==> src/rtl/iconn_pkg.sv <==
// Shared definitions for the 2x2 interconnect node: port index type,
// port count and the destination-port extraction helper.
package iconn_pkg;

  localparam int ICONN_PORT_NUM = 2;

  typedef logic iconn_port_sel_t;

  function automatic iconn_port_sel_t dst_port(input logic [31:0] addr,
                                               input logic [4:0]  bit_id);
    return addr[bit_id];
  endfunction

endpackage

==> src/rtl/iconn_port_fifo.sv <==
// Per-input-port register-array FIFO. Head entry is shown raw; busy_o
// flags a valid head. A full FIFO refuses pushes even when popping.
module iconn_port_fifo #(
  parameter int NODE_ADDR_WIDTH = 5,
  parameter int DATA_WIDTH      = 64,
  parameter int FIFO_DEPTH      = 4
) (
  input  logic                       clk,
  input  logic                       rst,
  input  logic                       push_valid_i,
  input  logic [NODE_ADDR_WIDTH-1:0] push_addr_i,
  input  logic [DATA_WIDTH-1:0]      push_data_i,
  output logic                       push_ready_o,
  input  logic                       pop_i,
  output logic                       busy_o,
  output logic [NODE_ADDR_WIDTH-1:0] head_addr_o,
  output logic [DATA_WIDTH-1:0]      head_data_o
);

  localparam int PTR_W = $clog2(FIFO_DEPTH);
  localparam int CNT_W = $clog2(FIFO_DEPTH + 1);

  logic [NODE_ADDR_WIDTH-1:0] addrMem_q [FIFO_DEPTH];
  logic [DATA_WIDTH-1:0]      dataMem_q [FIFO_DEPTH];
  logic [PTR_W-1:0]           wrPtr_q, wrPtr_d;
  logic [PTR_W-1:0]           rdPtr_q, rdPtr_d;
  logic [CNT_W-1:0]           count_q, count_d;
  logic                       push, pop;

  assign push_ready_o = (count_q != CNT_W'(FIFO_DEPTH));
  assign busy_o       = (count_q != '0);
  assign push         = push_valid_i & push_ready_o;
  assign pop          = pop_i & busy_o;
  assign head_addr_o  = addrMem_q[rdPtr_q];
  assign head_data_o  = dataMem_q[rdPtr_q];

  // Power-of-two depth lets the pointers wrap by plain overflow.
  always_comb begin
    wrPtr_d = wrPtr_q;
    rdPtr_d = rdPtr_q;
    count_d = count_q;
    if (push) wrPtr_d = wrPtr_q + 1'b1;
    if (pop)  rdPtr_d = rdPtr_q + 1'b1;
    if (push && !pop)      count_d = count_q + 1'b1;
    else if (!push && pop) count_d = count_q - 1'b1;
  end

  always_ff @(posedge clk or posedge rst) begin
    if (rst) begin
      wrPtr_q <= '0;
      rdPtr_q <= '0;
      count_q <= '0;
      for (int i = 0; i < FIFO_DEPTH; i++) begin
        addrMem_q[i] <= '0;
        dataMem_q[i] <= '0;
      end
    end else begin
      wrPtr_q <= wrPtr_d;
      rdPtr_q <= rdPtr_d;
      count_q <= count_d;
      if (push) begin
        addrMem_q[wrPtr_q] <= push_addr_i;
        dataMem_q[wrPtr_q] <= push_data_i;
      end
    end
  end

endmodule

==> src/rtl/iconn_node_ingress.sv <==
// Ingress buffering and output-conflict arbitration for one 2x2 node:
// never presents two heads that target the same mux output.
module iconn_node_ingress
  import iconn_pkg::*;
#(
  parameter int NODE_ADDR_WIDTH = 5,
  parameter int DATA_WIDTH      = 64,
  parameter int ADDR_BIT_ID     = 0,
  parameter int FIFO_DEPTH      = 4
) (
  input  logic                                           clk,
  input  logic                                           rst,
  input  logic [ICONN_PORT_NUM-1:0][NODE_ADDR_WIDTH-1:0] in_addr,
  input  logic [ICONN_PORT_NUM-1:0][DATA_WIDTH-1:0]      in_data,
  input  logic [ICONN_PORT_NUM-1:0]                      in_valid,
  output logic [ICONN_PORT_NUM-1:0]                      in_ready,
  output logic [ICONN_PORT_NUM-1:0][NODE_ADDR_WIDTH-1:0] ain,
  output logic [ICONN_PORT_NUM-1:0][DATA_WIDTH-1:0]      din,
  output logic [ICONN_PORT_NUM-1:0]                      din_valid,
  input  logic [ICONN_PORT_NUM-1:0]                      out_ready
);

  logic [ICONN_PORT_NUM-1:0] busy;
  logic [ICONN_PORT_NUM-1:0] dst;
  logic [ICONN_PORT_NUM-1:0] pop;
  logic                      conflict;
  iconn_port_sel_t           rr_q, rr_d;

  for (genvar g = 0; g < ICONN_PORT_NUM; g++) begin : g_fifo
    iconn_port_fifo #(
      .NODE_ADDR_WIDTH (NODE_ADDR_WIDTH),
      .DATA_WIDTH      (DATA_WIDTH),
      .FIFO_DEPTH      (FIFO_DEPTH)
    ) u_fifo (
      .clk          (clk),
      .rst          (rst),
      .push_valid_i (in_valid[g]),
      .push_addr_i  (in_addr[g]),
      .push_data_i  (in_data[g]),
      .push_ready_o (in_ready[g]),
      .pop_i        (pop[g]),
      .busy_o       (busy[g]),
      .head_addr_o  (ain[g]),
      .head_data_o  (din[g])
    );
  end

  // On a shared destination only the round-robin winner is shown.
  always_comb begin
    for (int p = 0; p < ICONN_PORT_NUM; p++)
      dst[p] = dst_port(32'(ain[p]), 5'(ADDR_BIT_ID));
    conflict     = busy[0] & busy[1] & (dst[0] == dst[1]);
    din_valid[0] = busy[0] & (!conflict | (rr_q == 1'b0));
    din_valid[1] = busy[1] & (!conflict | (rr_q == 1'b1));
    for (int p = 0; p < ICONN_PORT_NUM; p++)
      pop[p] = din_valid[p] & out_ready[dst[p]];
  end

  // Priority only moves once the conflict winner actually leaves.
  always_comb begin
    rr_d = rr_q;
    if (conflict && pop[rr_q]) rr_d = ~rr_q;
  end

  always_ff @(posedge clk or posedge rst) begin
    if (rst) rr_q <= 1'b0;
    else     rr_q <= rr_d;
  end

endmodule

==> config.mk <==
export PLATFORM = sky130hd
export DESIGN_NAME = iconn_node_ingress
export DESIGN_NICKNAME = d
export VERILOG_FILES = /design/src/rtl/iconn_pkg.sv /design/src/rtl/iconn_port_fifo.sv /design/src/rtl/iconn_node_ingress.sv
export SDC_FILE = /design/constraint.sdc
export NUM_CORES = 1
export LEC_CHECK = 0
export ABC_AREA = 1
export CAP_MARGIN = 0
export CELL_PAD_IN_SITES_DETAIL_PLACEMENT = 1
export CELL_PAD_IN_SITES_GLOBAL_PLACEMENT = 1
export CORE_MARGIN = 1.5
export CORE_UTILIZATION = 39
export CTS_CLUSTER_DIAMETER = 50
export DETAILED_ROUTE_END_ITERATION = 12
export GPL_ROUTABILITY_DRIVEN = 0
export PLACE_DENSITY_LB_ADDON = 0.1
export SLEW_MARGIN = 20
export SYNTH_ARGS = -nofsm -noshare
export SYNTH_HDL_FRONTEND = slang
export SYNTH_HIERARCHICAL = 1
export SYNTH_SLANG_ARGS = --single-unit
==> constraint.sdc <==
create_clock -name clk -period 9.1 [get_ports clk]
set_input_delay 0.91 -clock clk [delete_from_list [all_inputs] [get_ports clk]]
set_output_delay 0.91 -clock clk [all_outputs]
set_load 0.03 [all_outputs]
==> flow_metrics.py, run 1 <==
metrics = {
    "logic_synthesis": {
        "ys_types": 25,
        "yosysSeqAreaShare_pct": 51.1,
        "yosys.area.top_type": "dfrtp_1",
        "yosys_warnings": 6,
        "syn_inst": 3513,
        "synthTopCellsByArea": "dfrtp_1 51%, nand2_1 16%, nand4_1 13%",
        "synth-seq-cells": 567,
        "synthesis.nets": 3669,
        "avgSynthCellArea_um2": 7.91,
        "synth_top_area_share_pct": 51.1,
        "netlist_area_um2": 27800,
    },
    "worst_setup_path": {
        "critical_path_class": "flop to primary output",
        "worstPathMaxFanout": 68,
        "arrival_ps": 4400,
        "critPathRequiredTime_ps": 8190,
        "reg2reg_depth": 14,
        "crit_top_cell": "nand2_1",
        "crit_path_max_incr_delay_ps": 1010,
        "crit_chain": "clkinv_2, o21ai_0, o21ai_1, inv_1, nand2_1, nand2_1, nor2_2, a21boi_2, clkdlybuf4s50_1",
        "start_kind": "flop",
        "cp-end-kind": "primary output",
        "crit_slowest_cell": "dfrtp_4",
    },
    "timing": {
        "setup_tns_ps": 0,
        "maxSlewHeadroom_pct": 25.5,
        "period_needed_ps": 5310,
        "skew_ps": 16.6,
        "fmax_mhz": 188,
        "finalMaxSlewViolations": 0,
        "rsz0062_at_grt": "false",
        "finalSetupViolations": 0,
        "hold_violations": 0,
        "fin_crit_sh_pct": 58.3,
        "worst_pin_slew_ps": 1120,
    },
    "route": {
        "wirelength_mm": 97.8,
        "detail_route.first_pass.iterations": 5,
        "ant_nets": 0,
        "drt_iter0_drc": 1839,
        "post_drt_wl_per_cell_um": 21.3,
        "avgViaCountPerCell": 5.72,
        "route.detailed.drc": 0,
        "route.vias.total": 26273,
    },
    "floorplan": {
        "fp.dieH_um": 270,
        "start_util_pct": 39.5,
        "dieArea_um2": 72800,
        "coreArea_um2": 70300,
        "rows": 97,
        "ios": 286,
        "die_width_um": 270,
    },
    "place": {
        "placed_area_um2": 30500,
        "io_buffers": 285,
        "dpl.hpwl_mm": 51.2,
    },
    "clock_network": {
        "root_buffer": "clkbuf_16",
        "clock-sinks": 567,
        "clk_pin_slew_ps": 50,
        "cts_buffers": 80,
        "htreeDepth": 3,
        "cts_hold_buffers": 0,
        "post_cts_resized": 0,
        "clockBufferDepth": 3,
        "clk_latency_ps": 620,
        "postCtsSetupBuffers": 0,
        "cts_tree": "yes",
    },
    "power": {
        "leakagePower_nw": 16.0,
        "p_per_area_nw_per_um2": 442,
        "finalPower_mw": 14.7,
        "ir_drop_uv": 255,
    },
    "run": {
        "max_cap_viol_count": 0,
    },
    "min_path": {
        "hold_path_class": "flop to flop",
        "hold_depth": 2,
    },
    "cells_and_area": {
        "finalNetCount": 3734,
        "post-route-util_pct": 47.4,
        "drive_above_1_share_pct": 5.52,
        "area_growth_pct": 19.9,
        "final_cell_area_um2": 33300,
    },
    "grt": {
        "grt_pass1_wl_mm": 157,
        "grt_max_degree": 183,
        "grt_pass1_vias": 27957,
        "grt_use_total_pct": 26.5,
        "antenna_found_initial": 11,
        "grt_overflow": 0,
    },
    "outcome": {
        "status": "completed",
    },
}
Yosys cell counts, drive strengths merged:
master,instances
o21ai,414
nor3b,1
clkbuf,143
a21boi,1
a31oi,1
dfrtp,567
xnor2,2
fa,2
nand4,555
nand2,1156
buf,193
and2,1
nor3,1
ha,10
nor2,423
inv,27
nand3,16
cells by family after synthesis:
kind of cell,after synthesis,share of synthesized area (%)
simple gates,2153,34.4
flops,567,51.1
xor+xnor,2,0.0631
compound gates,416,7.52
fa+ha+maj,12,0.595
buf+inv,363,6.35
layout by cell type (no fill, tap or decap), drive strengths merged, types with 2 or more instances in the layout:
master / n
nand3: 16
clkinvlp: 11
clkdlybuf4s50: 283
nand2: 1156
dfrtp: 567
nand4: 555
diode: 7
nor2: 423
inv: 30
buf: 34
o21ai: 414
xnor2: 2
fa: 2
clkinv: 14
ha: 10
bufinv: 7
clkbuf: 114
area by class of cell:
type | count | area, um2
Multi-Input combinational cell | 2583 | 11900
Timing Repair Buffer | 319 | 3140
Sequential cell | 567 | 14200
Clock buffer | 112 | 2340
Antenna cell | 7 | 17.5
Clock inverter | 35 | 419
Fill cell | 8295 | 37000
Tap cell | 940 | 1180
Inverter | 27 | 124
power by group:
| group | switching (mW) | internal [mW] | leakage [nW] | total, mW |
|---|---|---|---|---|
| sequential | 0.708 | 3.69 | 7.11 | 4.40 |
| clock | 1.22 | 2.00 | 1.33 | 3.22 |
| combinational | 4.85 | 2.26 | 7.59 | 7.11 |
layer usage:
layer / share of wire (%) / routed length [um] / vias up / GRT usage [%]
met5: 0.074 / 72 / - / 0
met4: 2.3 / 2290 / 12 / 8.12
met3: 5.5 / 5410 / 172 / 5.65
met2: 49 / 48100 / 573 / 45.0
met1: 43 / 42000 / 13492 / 33.8
li1: - / - / 12024 / -
metrics by stage:
step | setup WS [ps] | hold slack [ps] | cells
after floorplan | 383 | 437 | 3513
after global placement | 4390 | 448 | 4436
after CTS | 3700 | 467 | 4583
final | 3790 | 463 | 4590
after detailed placement | 4360 | 453 | 4436
after global routing | 3460 | 481 | 4587
worst max-delay path, delay by kind of cell (launching register included):
family	cells	cell delay, ps
flops	1	1010
buf+inv	3	1790
simple gates	3	230
compound gates	3	740
sequential cells by signal (all words and copies together), names as in the netlist:
name                     count
g_fifo.u_fifo/dataMem_q    512
g_fifo.u_fifo/addrMem_q     40
g_fifo.u_fifo/count_q        6
g_fifo.u_fifo/rdPtr_q        4
g_fifo.u_fifo/wrPtr_q        4
rr_q                         1
worst paths after layout:
path	startpoint	endpoint	slack, ps
worst max-delay path	g_fifo[1].u_fifo/rdPtr_q[0]	din_valid[1]	3790
worst min-delay path	g_fifo[0].u_fifo/dataMem_q[143]	g_fifo[0].u_fifo/dataMem_q[143]	460
worst max register to register	g_fifo[1].u_fifo/rdPtr_q[0]	g_fifo[0].u_fifo/count_q[1]	4720
worst min register to register	g_fifo[0].u_fifo/dataMem_q[143]	g_fifo[0].u_fifo/dataMem_q[143]	460
max in group asynchronous	rst	g_fifo[1].u_fifo/dataMem_q[1]	6480
min in group asynchronous	rst	rr_q	730
(Power assumes the default switching activity.)
==> run 2: changes to the inputs <==
Clock period 9.1 ns to 4.8 ns, I/O delays scaled along.
==> flow_metrics.py, run 2 (synthesis gave the netlist of run 1 again) <==
metrics = {
    "outcome": {
        "status": "completed",
    },
    "timing": {
        "maxSlewHeadroom_pct": 25.2,
        "timing.hold.ws_ps": 186,
        "rsz0062_at_grt": "false",
        "period_needed_ps": 4120,
        "finalMaxSlewViolations": 0,
        "finalWorstSetupSlack_ps": 685,
        "setup_tns_ps": 0,
        "fin_crit_sh_pct": 85.7,
        "worst_pin_slew_ps": 1120,
        "skew_ps": 23.5,
        "hold_violations": 0,
        "fmax_mhz": 243,
        "finalSetupViolations": 0,
    },
    "clock_network": {
        "htreeDepth": 3,
        "clk_latency_ps": 620,
        "cts_buffers": 80,
        "root_buffer": "clkbuf_16",
        "clockBufferDepth": 3,
        "cts_hold_buffers": 0,
        "cts_tree": "yes",
        "postCtsSetupBuffers": 0,
        "post_cts_resized": 0,
        "clock-sinks": 567,
        "clk_pin_slew_ps": 50,
    },
    "route": {
        "avgViaCountPerCell": 5.70,
        "drt_iter0_drc": 1883,
        "wirelength_mm": 98.5,
        "detail_route.first_pass.iterations": 5,
        "route.detailed.drc": 0,
        "ant_nets": 0,
        "post_drt_wl_per_cell_um": 21.5,
        "route.vias.total": 26164,
    },
    "min_path": {
        "hold_path_class": "input port to asynchronous set/reset pin",
    },
    "worst_setup_path": {
        "critPathBufInv": 3,
        "critical_path_class": "flop to primary output",
        "crit_chain": "buf_4, nor2_1, nor2_1, o21ai_0, o21ai_1, inv_1, nor2_1, nor3_1, nor2_1, clkdlybuf4s50_1",
        "worstPathMaxFanout": 80,
        "crit_path_max_incr_delay_ps": 800,
        "crit_slowest_cell": "clkdlybuf4s50_1",
        "crit_top_cell": "nor2_1",
        "arrival_ps": 3640,
        "cp-end-kind": "primary output",
        "start_kind": "flop",
        "critPathTopFamily": "buffers and inverters",
        "critPathRequiredTime_ps": 4320,
    },
    "cells_and_area": {
        "final_cells": 4591,
        "layout_commonest_cell": "nand2_1",
        "final_cell_area_um2": 33600,
        "finalNetCount": 3740,
        "post-route-util_pct": 47.8,
        "fill_cells": 8268,
        "final_cell_mix": "1,154 x nand2_1, 565 x dfrtp_1, 555 x nand4_1",
        "area_growth_pct": 21.0,
        "drive_above_1_share_pct": 5.67,
        "largest_reg_flops": 512,
        "top_register": "g_fifo.u_fifo/dataMem_q",
        "biggestRegsByFlops": "g_fifo.u_fifo/dataMem_q x512, g_fifo.u_fifo/addrMem_q x40, g_fifo.u_fifo/count_q x6",
    },
    "floorplan": {
        "coreArea_um2": 70300,
        "ios": 286,
        "start_util_pct": 39.5,
        "dieArea_um2": 72800,
        "die_width_um": 270,
        "rows": 97,
        "fp.dieH_um": 270,
    },
    "place": {
        "place_inst": 4442,
        "place_ws_ps": 1160,
        "io_buffers": 285,
        "placed_area_um2": 30700,
        "dpl.hpwl_mm": 52.6,
    },
    "run": {
        "max_cap_viol_count": 0,
    },
    "grt": {
        "grt_max_degree": 230,
        "grt_overflow": 0,
        "grt_pass1_wl_mm": 159,
        "grt_use_total_pct": 26.9,
        "grt_pass1_vias": 28217,
        "antenna_found_initial": 14,
    },
    "power": {
        "finalPower_mw": 28.3,
        "p_per_area_nw_per_um2": 843,
        "ir_drop_uv": 528,
        "leakagePower_nw": 16.2,
    },
}
## run 2: cell count changes in the layout (fill, tap and decap cells not counted), sizes merged
cell | before | now
clkbuf | 114 | 112
clkinv | 14 | 13
clkinvlp | 11 | 10
bufinv | 7 | 13
inv | 30 | 28
buf | 34 | 40
diode | 7 | 2
## run 2: layer usage
| layer | share of wire, % | global-route usage (%) | vias to the layer above |
|---|---|---|---|
| met3 | 5.7 | 6.22 | 159 |
| met2 | 50 | 46.9 | 561 |
| li1 | - | - | 12041 |
| met1 | 42 | 33.3 | 13379 |
| met4 | 2.1 | 7.30 | 24 |
| met5 | 0.14 | 0 | - |
## run 2: where the power goes
| group | internal [mW] | switching, mW |
|---|---|---|
| clock | 4.09 | 2.30 |
| combinational | 4.40 | 9.35 |
| sequential | 7.00 | 1.22 |
## run 2: area by class of cell
type                            count  area [um2]  area share, %
Sequential cell                   567       14200           42.2
Tap cell                          940        1180           3.50
Timing Repair Buffer              325        3350           9.96
Clock buffer                      110        2320           6.89
Antenna cell                        2        5.00         0.0149
Multi-Input combinational cell   2583       11900           35.3
Inverter                           27         116          0.346
Clock inverter                     37         574           1.71
## run 2: worst paths after layout
check,cells past startpoint,slack (ps),endpoint,startpoint
max,10,680,din_valid[0],g_fifo[1].u_fifo/rdPtr_q[0]
min,2,190,rr_q,rst
max reg2reg,15,1140,g_fifo[0].u_fifo/count_q[1],g_fifo[1].u_fifo/rdPtr_q[0]
min reg2reg,2,460,g_fifo[0].u_fifo/dataMem_q[2],g_fifo[0].u_fifo/dataMem_q[2]
max in group asynchronous,3,3180,g_fifo[0].u_fifo/dataMem_q[139],rst
min in group clk,3,460,g_fifo[0].u_fifo/dataMem_q[44],in_valid[0]
==> run 3: changes to the inputs <==
Settings changed: GPL_ROUTABILITY_DRIVEN 0 to default, SLEW_MARGIN 20 to default.
==> flow_metrics.py, run 3 (synthesis gave the netlist of run 1 again) <==
metrics = {
    "outcome": {
        "status": "completed",
    },
    "cells_and_area": {
        "final_cell_area_um2": 33600,
        "drive_above_1_share_pct": 5.78,
        "finalNetCount": 3742,
        "post-route-util_pct": 47.8,
        "top_register": "g_fifo.u_fifo/dataMem_q",
        "biggestRegsByFlops": "g_fifo.u_fifo/dataMem_q x512, g_fifo.u_fifo/addrMem_q x40, g_fifo.u_fifo/count_q x6",
        "largest_reg_flops": 512,
        "layout_commonest_cell": "nand2_1",
        "final_cell_mix": "1,154 x nand2_1, 565 x dfrtp_1, 555 x nand4_1",
        "area_growth_pct": 20.8,
    },
    "run": {
        "max_cap_viol_count": 0,
    },
    "clock_network": {
        "htreeDepth": 3,
        "clk_pin_slew_ps": 60,
        "root_buffer": "clkbuf_16",
        "cts_buffers": 82,
        "cts_hold_buffers": 0,
        "clockBufferDepth": 3,
        "post_cts_resized": 0,
        "cts_tree": "yes",
        "clock-sinks": 567,
        "clk_latency_ps": 630,
        "postCtsSetupBuffers": 0,
    },
    "route": {
        "post_drt_wl_per_cell_um": 21.5,
        "route.detailed.drc": 0,
        "ant_nets": 0,
        "avgViaCountPerCell": 5.69,
        "route.vias.total": 26126,
        "drt_iter0_drc": 1849,
        "wirelength_mm": 98.6,
        "detail_route.first_pass.iterations": 5,
    },
    "floorplan": {
        "dieArea_um2": 72800,
        "rows": 97,
        "fp.dieH_um": 270,
        "start_util_pct": 39.5,
        "die_width_um": 270,
        "ios": 286,
        "coreArea_um2": 70300,
    },
    "timing": {
        "fmax_mhz": 240,
        "finalWorstSetupSlack_ps": 638,
        "period_needed_ps": 4160,
        "setup_tns_ps": 0,
        "worst_pin_slew_ps": 1220,
        "finalMaxSlewViolations": 0,
        "maxSlewHeadroom_pct": 18.6,
        "fin_crit_sh_pct": 86.7,
        "skew_ps": 24.8,
        "finalSetupViolations": 0,
        "hold_violations": 0,
        "rsz0062_at_grt": "false",
    },
    "worst_setup_path": {
        "cp-end-kind": "primary output",
        "arrival_ps": 3680,
        "worstPathMaxFanout": 80,
        "r2r_setup_slack_ps": 1180,
        "critPathRequiredTime_ps": 4320,
        "crit_path_max_incr_delay_ps": 820,
        "crit_top_cell": "nor2_1",
        "critical_path_class": "flop to primary output",
        "crit_chain": "buf_4, nor2_1, nor2_1, o21ai_0, o21ai_1, inv_1, nor2_1, nor3_1, nor2_1, clkdlybuf4s50_1",
        "crit_slowest_cell": "clkdlybuf4s50_1",
        "start_kind": "flop",
    },
    "power": {
        "ir_drop_uv": 478,
        "finalPower_mw": 28.2,
        "p_per_area_nw_per_um2": 841,
        "leakagePower_nw": 16.2,
    },
    "place": {
        "placed_area_um2": 30700,
        "dpl.hpwl_mm": 52.8,
        "gp_congestion": 0.780,
        "io_buffers": 285,
        "place_ws_ps": 1150,
    },
    "grt": {
        "grt_overflow": 0,
        "grt_use_total_pct": 26.9,
        "grt_max_degree": 230,
        "antenna_found_initial": 14,
        "grt_pass1_wl_mm": 159,
        "grt_pass1_vias": 28260,
    },
    "min_path": {
        "hold_path_class": "input port to asynchronous set/reset pin",
    },
}
==> run 3: changes by cell type in the layout (fill, tap and decap cells not counted), sizes merged <==
cell,change
clkinv,+10
diode,+3
clkbuf,-5
clkinvlp,-2
bufinv,-3
inv,+1
==> run 3: stage by stage <==
stage | cells | hold slack [ps]
6_report | 4595 | 164
5_1_grt | 4593 | 164
4_1_cts | 4590 | 135
3_5_place_dp | 4442 | 453
3_3_place_gp | 4442 | 447
2_1_floorplan | 3513 | 209
==> run 3: where the power goes <==
part	internal (mW)	switching, mW
clock network	3.92	2.36
registers	7.00	1.22
logic	4.39	9.33
total	15.3	12.9
==> run 3: area by class of cell <==
type / count / area [um2]
sequential: 567 / 14200
inverter: 27 / 116
multi-input combinational: 2583 / 11900
timing repair buffer: 325 / 3350
antenna: 5 / 12.5
tap: 940 / 1180
clock buffer: 105 / 2290
clock inverter: 43 / 548
fill: 8293 / 36700
==> run 3: path summary, 6_finish.rpt <==
kind / from / endpoint / cells past startpoint
max reg2reg: g_fifo[1].u_fifo/rdPtr_q[0] / g_fifo[0].u_fifo/count_q[1] / 15
max: g_fifo[1].u_fifo/rdPtr_q[0] / din_valid[0] / 10
max in group asynchronous: rst / g_fifo[0].u_fifo/dataMem_q[66] / 3
min reg2reg: g_fifo[1].u_fifo/dataMem_q[131] / g_fifo[1].u_fifo/dataMem_q[131] / 2
min: rst / rr_q / 2
min in group clk: in_valid[0] / g_fifo[0].u_fifo/dataMem_q[172] / 3
==> run 3: critical path, delay by kind of cell (launching register included) <==
family                 cells  cell delay (ps)
buffers and inverters      3             1710
AND/OR/NAND/NOR            5              600
flip-flops                 1              420
AO/OA/AOI/OAI              2              320
==> run 3: metal layers <==
layer / up-vias / track usage [%] / share of wire (%)
met3: 157 / 5.72 / 5.9
met4: 18 / 7.97 / 2.0
met5: - / 0 / 0.12
met2: 608 / 47.0 / 50
li1: 12046 / - / -
met1: 13297 / 33.2 / 42
